==> config.mk <==
export PLATFORM = sky130hd
export DESIGN_NAME = sc_stream_decoder
export DESIGN_NICKNAME = d
export VERILOG_FILES = /design/src/rtl/sc_pkg.sv /design/src/rtl/sc_window_counter.sv /design/src/rtl/sc_stream_decoder.sv
export SDC_FILE = /design/constraint.sdc
export NUM_CORES = 1
export LEC_CHECK = 0
export ABC_CLOCK_PERIOD_IN_PS = 4380
export BUFFER_PORTS_ARGS = -buffer_cell sky130_fd_sc_hd__buf_2
export CORE_MARGIN = 2
export CORE_UTILIZATION = 40
export DETAILED_ROUTE_END_ITERATION = 16
export GPL_ROUTABILITY_DRIVEN = 0
export GPL_TIMING_DRIVEN = 0
export PLACE_DENSITY = 0.66
export REMOVE_ABC_BUFFERS = 1
export SYNTH_ARGS = -nofsm -noshare
export SYNTH_HDL_FRONTEND = slang
export SYNTH_SLANG_ARGS = --single-unit
==> constraint.sdc <==
create_clock -name clk -period 4.38 [get_ports clk]
set_input_delay 0.876 -clock clk [delete_from_list [all_inputs] [get_ports clk]]
set_output_delay 0.876 -clock clk [all_outputs]
set_load 0.01 [all_outputs]
==> src/rtl/sc_pkg.sv <==
// rtl/sc_pkg.sv - shared definitions for the stochastic-computing stages
package sc_pkg;

    typedef enum logic {
        ST_IDLE  = 1'b0,
        ST_COUNT = 1'b1
    } sc_state_e;

    localparam int SC_LOG_LEN_DEFAULT = 8;

    // A full window of ones needs one bit more than the window index.
    function automatic int sc_count_width(input int log_len);
        return log_len + 1;
    endfunction

endpackage

==> src/rtl/sc_window_counter.sv <==
// rtl/sc_window_counter.sv - qualified-bit and ones accumulation with completion strobe
module sc_window_counter
    import sc_pkg::*;
#(
    parameter int LOG_LEN = SC_LOG_LEN_DEFAULT,
    parameter int CNT_W   = sc_count_width(LOG_LEN)
) (
    input  logic             clk,
    input  logic             rst,
    input  logic             enable,
    input  logic             in_bit,
    input  logic             in_valid,
    output logic             done,
    output logic [CNT_W-1:0] result
);

    logic [LOG_LEN-1:0] bit_cnt;
    logic [CNT_W-1:0]   ones_cnt;
    logic [CNT_W-1:0]   bit_ext;

    assign bit_ext = {{(CNT_W-1){1'b0}}, in_bit};

    // The final qualified bit is folded into the result combinationally.
    assign done   = enable && in_valid && (&bit_cnt);
    assign result = ones_cnt + bit_ext;

    always_ff @(posedge clk) begin
        if (!rst) begin
            bit_cnt  <= '0;
            ones_cnt <= '0;
        end else if (done) begin
            bit_cnt  <= '0;
            ones_cnt <= '0;
        end else if (enable && in_valid) begin
            bit_cnt  <= bit_cnt + 1'b1;
            ones_cnt <= ones_cnt + bit_ext;
        end
    end

endmodule

==> src/rtl/sc_stream_decoder.sv <==
// rtl/sc_stream_decoder.sv - stochastic stream to binary ones-count converter
module sc_stream_decoder
    import sc_pkg::*;
#(
    parameter int LOG_LEN    = SC_LOG_LEN_DEFAULT,
    parameter int CONTINUOUS = 1
) (
    input  logic               clk,
    input  logic               rst,
    input  logic               start,
    input  logic               in_bit,
    input  logic               in_valid,
    output logic [LOG_LEN:0]   out_data,
    output logic               out_valid,
    input  logic               out_ready,
    output logic               overrun,
    input  logic               clr_overrun,
    output logic               busy
);

    localparam int CNT_W = sc_count_width(LOG_LEN);
    localparam sc_state_e RESET_STATE = (CONTINUOUS != 0) ? ST_COUNT : ST_IDLE;

    sc_state_e        state_q, state_d;
    logic             done;
    logic [CNT_W-1:0] result;
    logic             counting;

    assign counting = (state_q == ST_COUNT);
    assign busy     = counting;

    sc_window_counter #(
        .LOG_LEN (LOG_LEN),
        .CNT_W   (CNT_W)
    ) u_counter (
        .clk      (clk),
        .rst      (rst),
        .enable   (counting),
        .in_bit   (in_bit),
        .in_valid (in_valid),
        .done     (done),
        .result   (result)
    );

    always_ff @(posedge clk) begin
        if (!rst) begin
            state_q <= RESET_STATE;
        end else begin
            state_q <= state_d;
        end
    end

    always_comb begin
        state_d = state_q;
        case (state_q)
            ST_IDLE: begin
                if (start) begin
                    state_d = ST_COUNT;
                end
            end
            ST_COUNT: begin
                if (done) begin
                    state_d = (CONTINUOUS != 0) ? ST_COUNT : ST_IDLE;
                end
            end
            default: state_d = RESET_STATE;
        endcase
    end

    // A consumer draining the register on the completing edge frees it for the new result.
    always_ff @(posedge clk) begin
        if (!rst) begin
            out_data  <= '0;
            out_valid <= 1'b0;
            overrun   <= 1'b0;
        end else begin
            if (done && (!out_valid || out_ready)) begin
                out_data  <= result;
                out_valid <= 1'b1;
            end else if (out_valid && out_ready) begin
                out_valid <= 1'b0;
            end

            if (done && out_valid && !out_ready) begin
                overrun <= 1'b1;
            end else if (clr_overrun) begin
                overrun <= 1'b0;
            end
        end
    end

endmodule

==> results of run 1 <==
logic make-up (layout without fill, tap and decap cells):
group                    after synthesis  count (layout)  share of synthesized area
XOR/XNOR                              20              20                      0.137
AO/OA/AOI/OAI                         18              18                     0.0871
adder cells (fa/ha/maj)                3               3                     0.0294
AND/OR/NAND/NOR                       61              61                      0.248
multiplexers                           2               2                     0.0157
flip-flops                            29              29                      0.454
buffers and inverters                  7              28                     0.0294
final timing paths:
| kind | startpoint | endpoint | slack, ns | cells after the start |
|---|---|---|---|---|
| worst max-delay path | in_bit | u_counter.ones_cnt[8]$_SDFFE_PP0P_ | 2.37 | 7 |
| worst min register to register | u_counter.ones_cnt[0]$_SDFFE_PP0P_ | u_counter.ones_cnt[0]$_SDFFE_PP0P_ | 0.48 | 2 |
| worst min-delay path | u_counter.ones_cnt[0]$_SDFFE_PP0P_ | u_counter.ones_cnt[0]$_SDFFE_PP0P_ | 0.48 | 2 |
| worst max register to register | u_counter.bit_cnt[0]$_SDFFE_PP0P_ | out_data[0]$_SDFFE_PN0P_ | 2.45 | 5 |
final cells by class:
| class | count | share of cell area |
|---|---|---|
| well taps | 44 | 0.0382 |
| repair buffers | 18 | 0.0624 |
| flip-flops and latches | 29 | 0.402 |
| multi-input cells | 104 | 0.458 |
| clock buffers | 8 | 0.0338 |
| inverters | 2 | 0.00520 |
critical path, cell delays in order:
cell	delay, ns
buf_2	0.09
ha_1	0.21
ha_1	0.22
nand3_1	0.22
nor4_1	0.37
xnor2_1	0.16
nor2_1	0.05
cells in the final DEF, fill, tap and decap left out, drive strengths merged:
| cell type | netlist | routed |
|---|---|---|
| o21ai | 5 | 5 |
| nand2 | 18 | 18 |
| nor4b | 1 | 1 |
| nor4 | 3 | 3 |
| mux2i | 2 | 2 |
| o22ai | 1 | 1 |
| nor3 | 4 | 4 |
| nand3 | 6 | 6 |
| clkbuf | 3 | 8 |
| dfxtp | 29 | 29 |
| a21boi | 2 | 2 |
| o211a | 3 | 3 |
| nor2b | 2 | 2 |
| xnor2 | 13 | 13 |
| nand4 | 3 | 3 |
| or3 | 2 | 2 |
| or3b | 1 | 1 |
| nor2 | 15 | 15 |
| inv | 2 | 2 |
| nand2b | 1 | 1 |
| and2 | 4 | 4 |
| ha | 3 | 3 |
| buf | 2 | 18 |
| and4 | 1 | 1 |
| xor2 | 7 | 7 |
| a21oi | 7 | 7 |
flip-flops by register name (all words and copies together), names as in the netlist:
name / cells
busy: 1
out_data: 9
out_valid: 1
overrun: 1
u_counter.bit_cnt: 8
u_counter.ones_cnt: 9
power groups by stage:
| stage | Clock, mW | Combinational [mW] | Sequential, mW |
|---|---|---|---|
| global route | 0.169 | 0.0218 | 0.270 |
| finish | 0.152 | 0.0191 | 0.269 |
| detailed placement | 0 | 0.0194 | 0.276 |
| floorplan | 0 | 0.0113 | 0.275 |
| global placement | 0 | 0.0185 | 0.275 |
| CTS | 0.157 | 0.0194 | 0.269 |
per-layer routing:
metal  vias to the layer above  routed length (um)
met4                         0                  51
met1                       460                1130
met3                         6                 135
li1                        514                   -
met2                        28                1070
met5                         -                   0
==> impl_results.md, run 1 <==
* Worst-Skew Late Latency at 0.33 ns
* Reg power frac at 0.612
* Die area at 3670 um2
* CTS Hold Bufs at 0
* Final instance area at 1440 um2
* Worst hold path type: flop to flop
* Max Clock Freq at 498 MHz
* Worst VDD drop at 0.162 mV
* Rows at 20
* Share of layout cells above drive strength 1 at 0.168
* IO Pins at 19
* DRT Pass-1 Iters at 4
* RSZ-0062 raised after global routing: false
* Worst hold margin at 0.478 ns
* Clock share of power at 0.345
* Top-area cell type share of the netlist area at 0.454
* WL per Instance at 11.7 um
* ANT nets after route at 0
* Sw Ratio at 0.233
* # resized after CTS at 0
* Worst-margin pin slew at 0.816 ns
* Final hold viol count at 0
* Final Power at 440 uW
* Top area cells in the synthesized netlist: dfxtp_1, xnor2_1, nand2_1, xor2_1, nor2_1
* H-tree Lvls at 2
* Layout area overhead at 12.8%
* Vias in the first global route at 925
* Post-Place Cell Area at 1390 um2
* Gate Count Post-Synth at 140
* GRT Residual Overflow at 0
* Initial DRC Count at 26
* GR Layer Usage met1 at 0.193
* Met3 usage at 0.0576
* Pre-CTS setup slack at 2.02 ns
* Setup TNS at 0 ns
* IO buf count at 18
* First-pass GRT wire length at 4110 um
* Setup CP Type: input pin to flop
* Gr usage total at 0.153
* Antenna violations before repair at 0
* Grt met2 use at 0.236
* Post-route insts no fill at 205
* Reg area at 581 um2
* CORE AREA at 3050 um2
* Ratio of final minimum period to clock period at 0.459
* Largest net degree at the start of global routing at 17
* Switching pwr at 103 uW
* Syn_area_per_cell at 9.13 um2
* CP required at 4.59 ns
* Worst Path Max Fanout at 6
* Nets at 170
* Logic pwr share at 0.043
* Post-synth top cells: dfxtp_1, nand2_1, nor2_1
* Routed vias/inst at 4.92
* Slew HR at 0.454
* Synthesized cell area at 1280 um2
* Setup Buffers After CTS at 0
* Internal at 338 uW
* Synth cell types at 29
* Filler cell count at 329
* Synth warnings at 0
* Bufs on Longest Clock Path at 2
* Max cap viols at 0
* Most area-hungry cell type in the Yosys netlist: dfxtp_1
* Post-route setup slack at 2.37 ns
* Most common cell in the netlist: dfxtp_1
* Post-placement cell count at 197
* Most Crowded Layer GR: met2
* Hpwl dp at 1670 um
* Root Buffer: clkbuf_4
* Status: finished, final reports clean
* PwrDens at 305 nW/um2
* DRC violation count after routing at 0
* Synth Flop Type: dfxtp_1
* Final setup vio count at 0
* Startpoint Class: input pin
* Die Height at 60.5 um
* Pleak at 0.568 nW
* Initial Util at 0.419
* Die W at 60.5 um
* Num CTS Buffers at 5
* Fin crit period at 2.01 ns
* Number of flops mapped to enable cells by yosys at 0
* Worst Skew at 0.00574 ns
* Yosys reg bits at 29
* Num Clock Sinks at 29
* Final Core Density at 0.473
* Worst EP arrival at 2.21 ns
* DR vias at 1008
* FFs w/ async S/R, synth at 0
* Clock Pin Slew Worst Setup and Hold Paths at 0.08 ns
* Max-slew violation count at 0
* CTS tree: done
* Seq/Total Area, Yosys at 0.454
* Multi-input gate area at 661 um2
* N_diodes at 0
* DRT Wirelength at 2390 um
* Crit. End Element: flop
No activity file was read; power rests on OpenSTA's default activity.
==> run 2, diff against run 1 <==
--- a/config.mk
+++ b/config.mk
@@ -5,7 +5,7 @@
 export SDC_FILE = /design/constraint.sdc
 export NUM_CORES = 1
 export LEC_CHECK = 0
-export ABC_CLOCK_PERIOD_IN_PS = 4380
+export ABC_CLOCK_PERIOD_IN_PS = 2000
 export BUFFER_PORTS_ARGS = -buffer_cell sky130_fd_sc_hd__buf_2
 export CORE_MARGIN = 2
 export CORE_UTILIZATION = 40
==> constraint.sdc (replaced) <==
create_clock -name clk -period 2 [get_ports clk]
set_input_delay 0.4 -clock clk [delete_from_list [all_inputs] [get_ports clk]]
set_output_delay 0.4 -clock clk [all_outputs]
set_load 0.01 [all_outputs]
==> run 2 against run 1 <==
Against the previous run:
- hold slack got worse by 0.22 ns
- largest cell class unchanged
- combinational power increased by 120%
- global-route usage unchanged
- first-iteration DRC count decreased by 12%
- largest power group unchanged
- power increased by 120%
==> impl_results.md, run 2 (synthesis gave the netlist of run 1 again) <==
* Nets at 173 (+1.8%)
* Post-route insts no fill at 208 (+1.5%)
* Switching pwr at 224 uW (+120%)
* Hpwl dp at 1670 um (unchanged)
* Largest net degree at the start of global routing at 17 (unchanged)
* GRT Residual Overflow at 0 (unchanged)
* Multi-input gate area at 661 um2 (unchanged)
* Initial DRC Count at 23 (-12%)
* FF-to-FF setup slack at 0.19 ns (-2.26 ns)
* CP max stage delay at 0.44 ns (+0.07 ns)
* Clock Pin Slew Worst Setup and Hold Paths at 0.09 ns (about the same)
* Antenna violations before repair at 0 (unchanged)
* Max cap viols at 0 (unchanged)
* CTS Hold Bufs at 0 (unchanged)
* Worst Skew at 0.00466 ns (-0.00108 ns)
* DR vias at 1006 (-0.20%)
* RSZ-0062 raised after global routing: false
* DRT Wirelength at 2410 um (+0.96%)
* Die Height at 60.5 um (unchanged)
* N_diodes at 0 (unchanged)
* CORE AREA at 3050 um2 (unchanged)
* Post-placement cell count at 197 (unchanged)
* Setup TNS at 0 ns (unchanged)
* Pre-CTS setup slack at 0.0639 ns (-1.95 ns)
* Final instance area at 1470 um2 (+1.6%)
* Reg2Reg Depth at 5 (unchanged)
* Commonest non-fill, non-tap cells in the layout: dfxtp_1, buf_2, nand2_1
* Gr usage total at 0.153 (unchanged)
* Worst Path Max Fanout at 14 (+8)
* Post-Place Cell Area at 1390 um2 (unchanged)
* Worst-margin pin slew at 0.489 ns (-0.327 ns)
* CP required at 2.20 ns (-2.39 ns)
* DRT Pass-1 Iters at 4 (unchanged)
* Layout area overhead at 14.6%
* First-pass GRT wire length at 4110 um (unchanged)
* Startpoint Class: flop
* R2R Path Start: u_counter.bit_cnt[0]$_SDFFE_PP0P_
* Slew HR at 0.673 (+0.219)
* Origin of the worst setup path: u_counter.bit_cnt[0]$_SDFFE_PP0P_
* Crit. End Element: flop
* Sw Ratio at 0.233 (-0.000516)
* Largest regs: out_data (9), u_counter.ones_cnt (9), u_counter.bit_cnt (8)
* Max Clock Freq at 552 MHz
* Fin crit period at 1.81 ns
* ANT nets after route at 0 (unchanged)
* WL per Instance at 11.6 um (-0.49%)
* Slowest CP cell: or3_1
* Internal at 739 uW (+120%)
* CTS tree: done
* Status: finished, final reports clean
* Logic pwr share at 0.044 (about the same)
* Clock share of power at 0.344 (about the same)
* Die area at 3670 um2 (unchanged)
* Num Clock Sinks at 29 (unchanged)
* Root Buffer: clkbuf_4
* Worst EP arrival at 2.01 ns (-0.20 ns)
* PwrDens at 658 nW/um2 (+120%)
* Filler cell count at 325 (-1.2%)
* Vias in the first global route at 925 (unchanged)
* Final hold viol count at 0 (unchanged)
* Pleak at 0.584 nW (+2.9%)
* Worst hold margin at 0.254 ns (-0.224 ns)
* Num CTS Buffers at 5 (unchanged)
* Post-route setup slack at 0.190 ns (-2.18 ns)
* Crit path cell chain: ha_1 > nand3_2 > or3_1 > nand2_1 > nor2_1
* IO Pins at 19 (unchanged)
* Commonest non-fill, non-tap cell in the layout: dfxtp_1
* Worst-Skew Late Latency at 0.33 ns (about the same)
* DRC violation count after routing at 0 (unchanged)
* Reg area at 581 um2 (unchanged)
* Rows at 20 (unchanged)
* H-tree Lvls at 2 (unchanged)
* Crit path to: u_counter.ones_cnt[3]$_SDFFE_PP0P_
* Worst VDD drop at 0.351 mV (+120%)
* Setup CP Type: flop to flop
* Routed vias/inst at 4.84 (-1.6%)
* Reg power frac at 0.612 (about the same)
* Reg-to-Reg End: u_counter.ones_cnt[3]$_SDFFE_PP0P_
* Share of layout cells above drive strength 1 at 0.183 (+0.0152)
* IO buf count at 18 (unchanged)
* Final setup vio count at 0 (unchanged)
* Ratio of final minimum period to clock period at 0.905
* Initial Util at 0.419 (unchanged)
* Die W at 60.5 um (unchanged)
* Worst hold path type: input pin to flop
* Max-slew violation count at 0 (unchanged)
* Bufs on Longest Clock Path at 2 (unchanged)
run 2: cell types whose count changed in the layout (fill, tap and decap cells not counted), sizes merged:
cell,change
buf,+3
run 2: power by group through the flow:
stage,clock (mW),sequential (mW),combinational (mW)
6_report,0.332,0.590,0.0420
4_1_cts,0.344,0.590,0.0425
3_3_place_gp,0,0.603,0.0406
2_1_floorplan,0,0.602,0.0248
3_5_place_dp,0,0.604,0.0424
5_1_grt,0.371,0.591,0.0477
run 2: area by class of cell:
type	instances	share of cell area
multi-input cells	104	0.451
clock buffers	8	0.0333
flip-flops and latches	29	0.396
repair buffers	21	0.0769
inverters	2	0.00512
well taps	44	0.0376
run 2: what timing repair did:
item / 4_1_cts / 5_1_grt
setup buffers: 0 / 3
endpoints found under the setup margin: 0 / 9
resized for setup: 0 / 0
run 2: worst min path at each step:
stage	from	endpoint	cells past startpoint
after CTS	start	busy$_SDFF_PN1_	2
after detailed placement	u_counter.ones_cnt[0]$_SDFFE_PP0P_	u_counter.ones_cnt[0]$_SDFFE_PP0P_	2
after global routing	start	busy$_SDFF_PN1_	2
after floorplan	u_counter.ones_cnt[0]$_SDFFE_PP0P_	u_counter.ones_cnt[0]$_SDFFE_PP0P_	2
after global placement	u_counter.ones_cnt[0]$_SDFFE_PP0P_	u_counter.ones_cnt[0]$_SDFFE_PP0P_	2
final	start	busy$_SDFF_PN1_	2
run 2: per-layer routing:
layer	up-vias	track usage	routed length, um
met5	-	0	0
met4	0	0.0652	51
met3	6	0.0576	103
met2	20	0.236	1080
met1	462	0.193	1180
li1	518	-	-
run 2: per-stage QoR:
step / utilization / total power, mW
final: 0.480 / 0.963
after global routing: 0.480 / 1.01
after CTS: 0.473 / 0.977
after detailed placement: 0.457 / 0.646
after global placement: 0.457 / 0.643
after floorplan: - / 0.627
run 2: worst max-delay path, delay by kind of cell (launching register included):
kind                       cells  cell delay, ns
DFF                            1            0.40
and+or+nand+nor                4            1.10
adders and majority gates      1            0.18
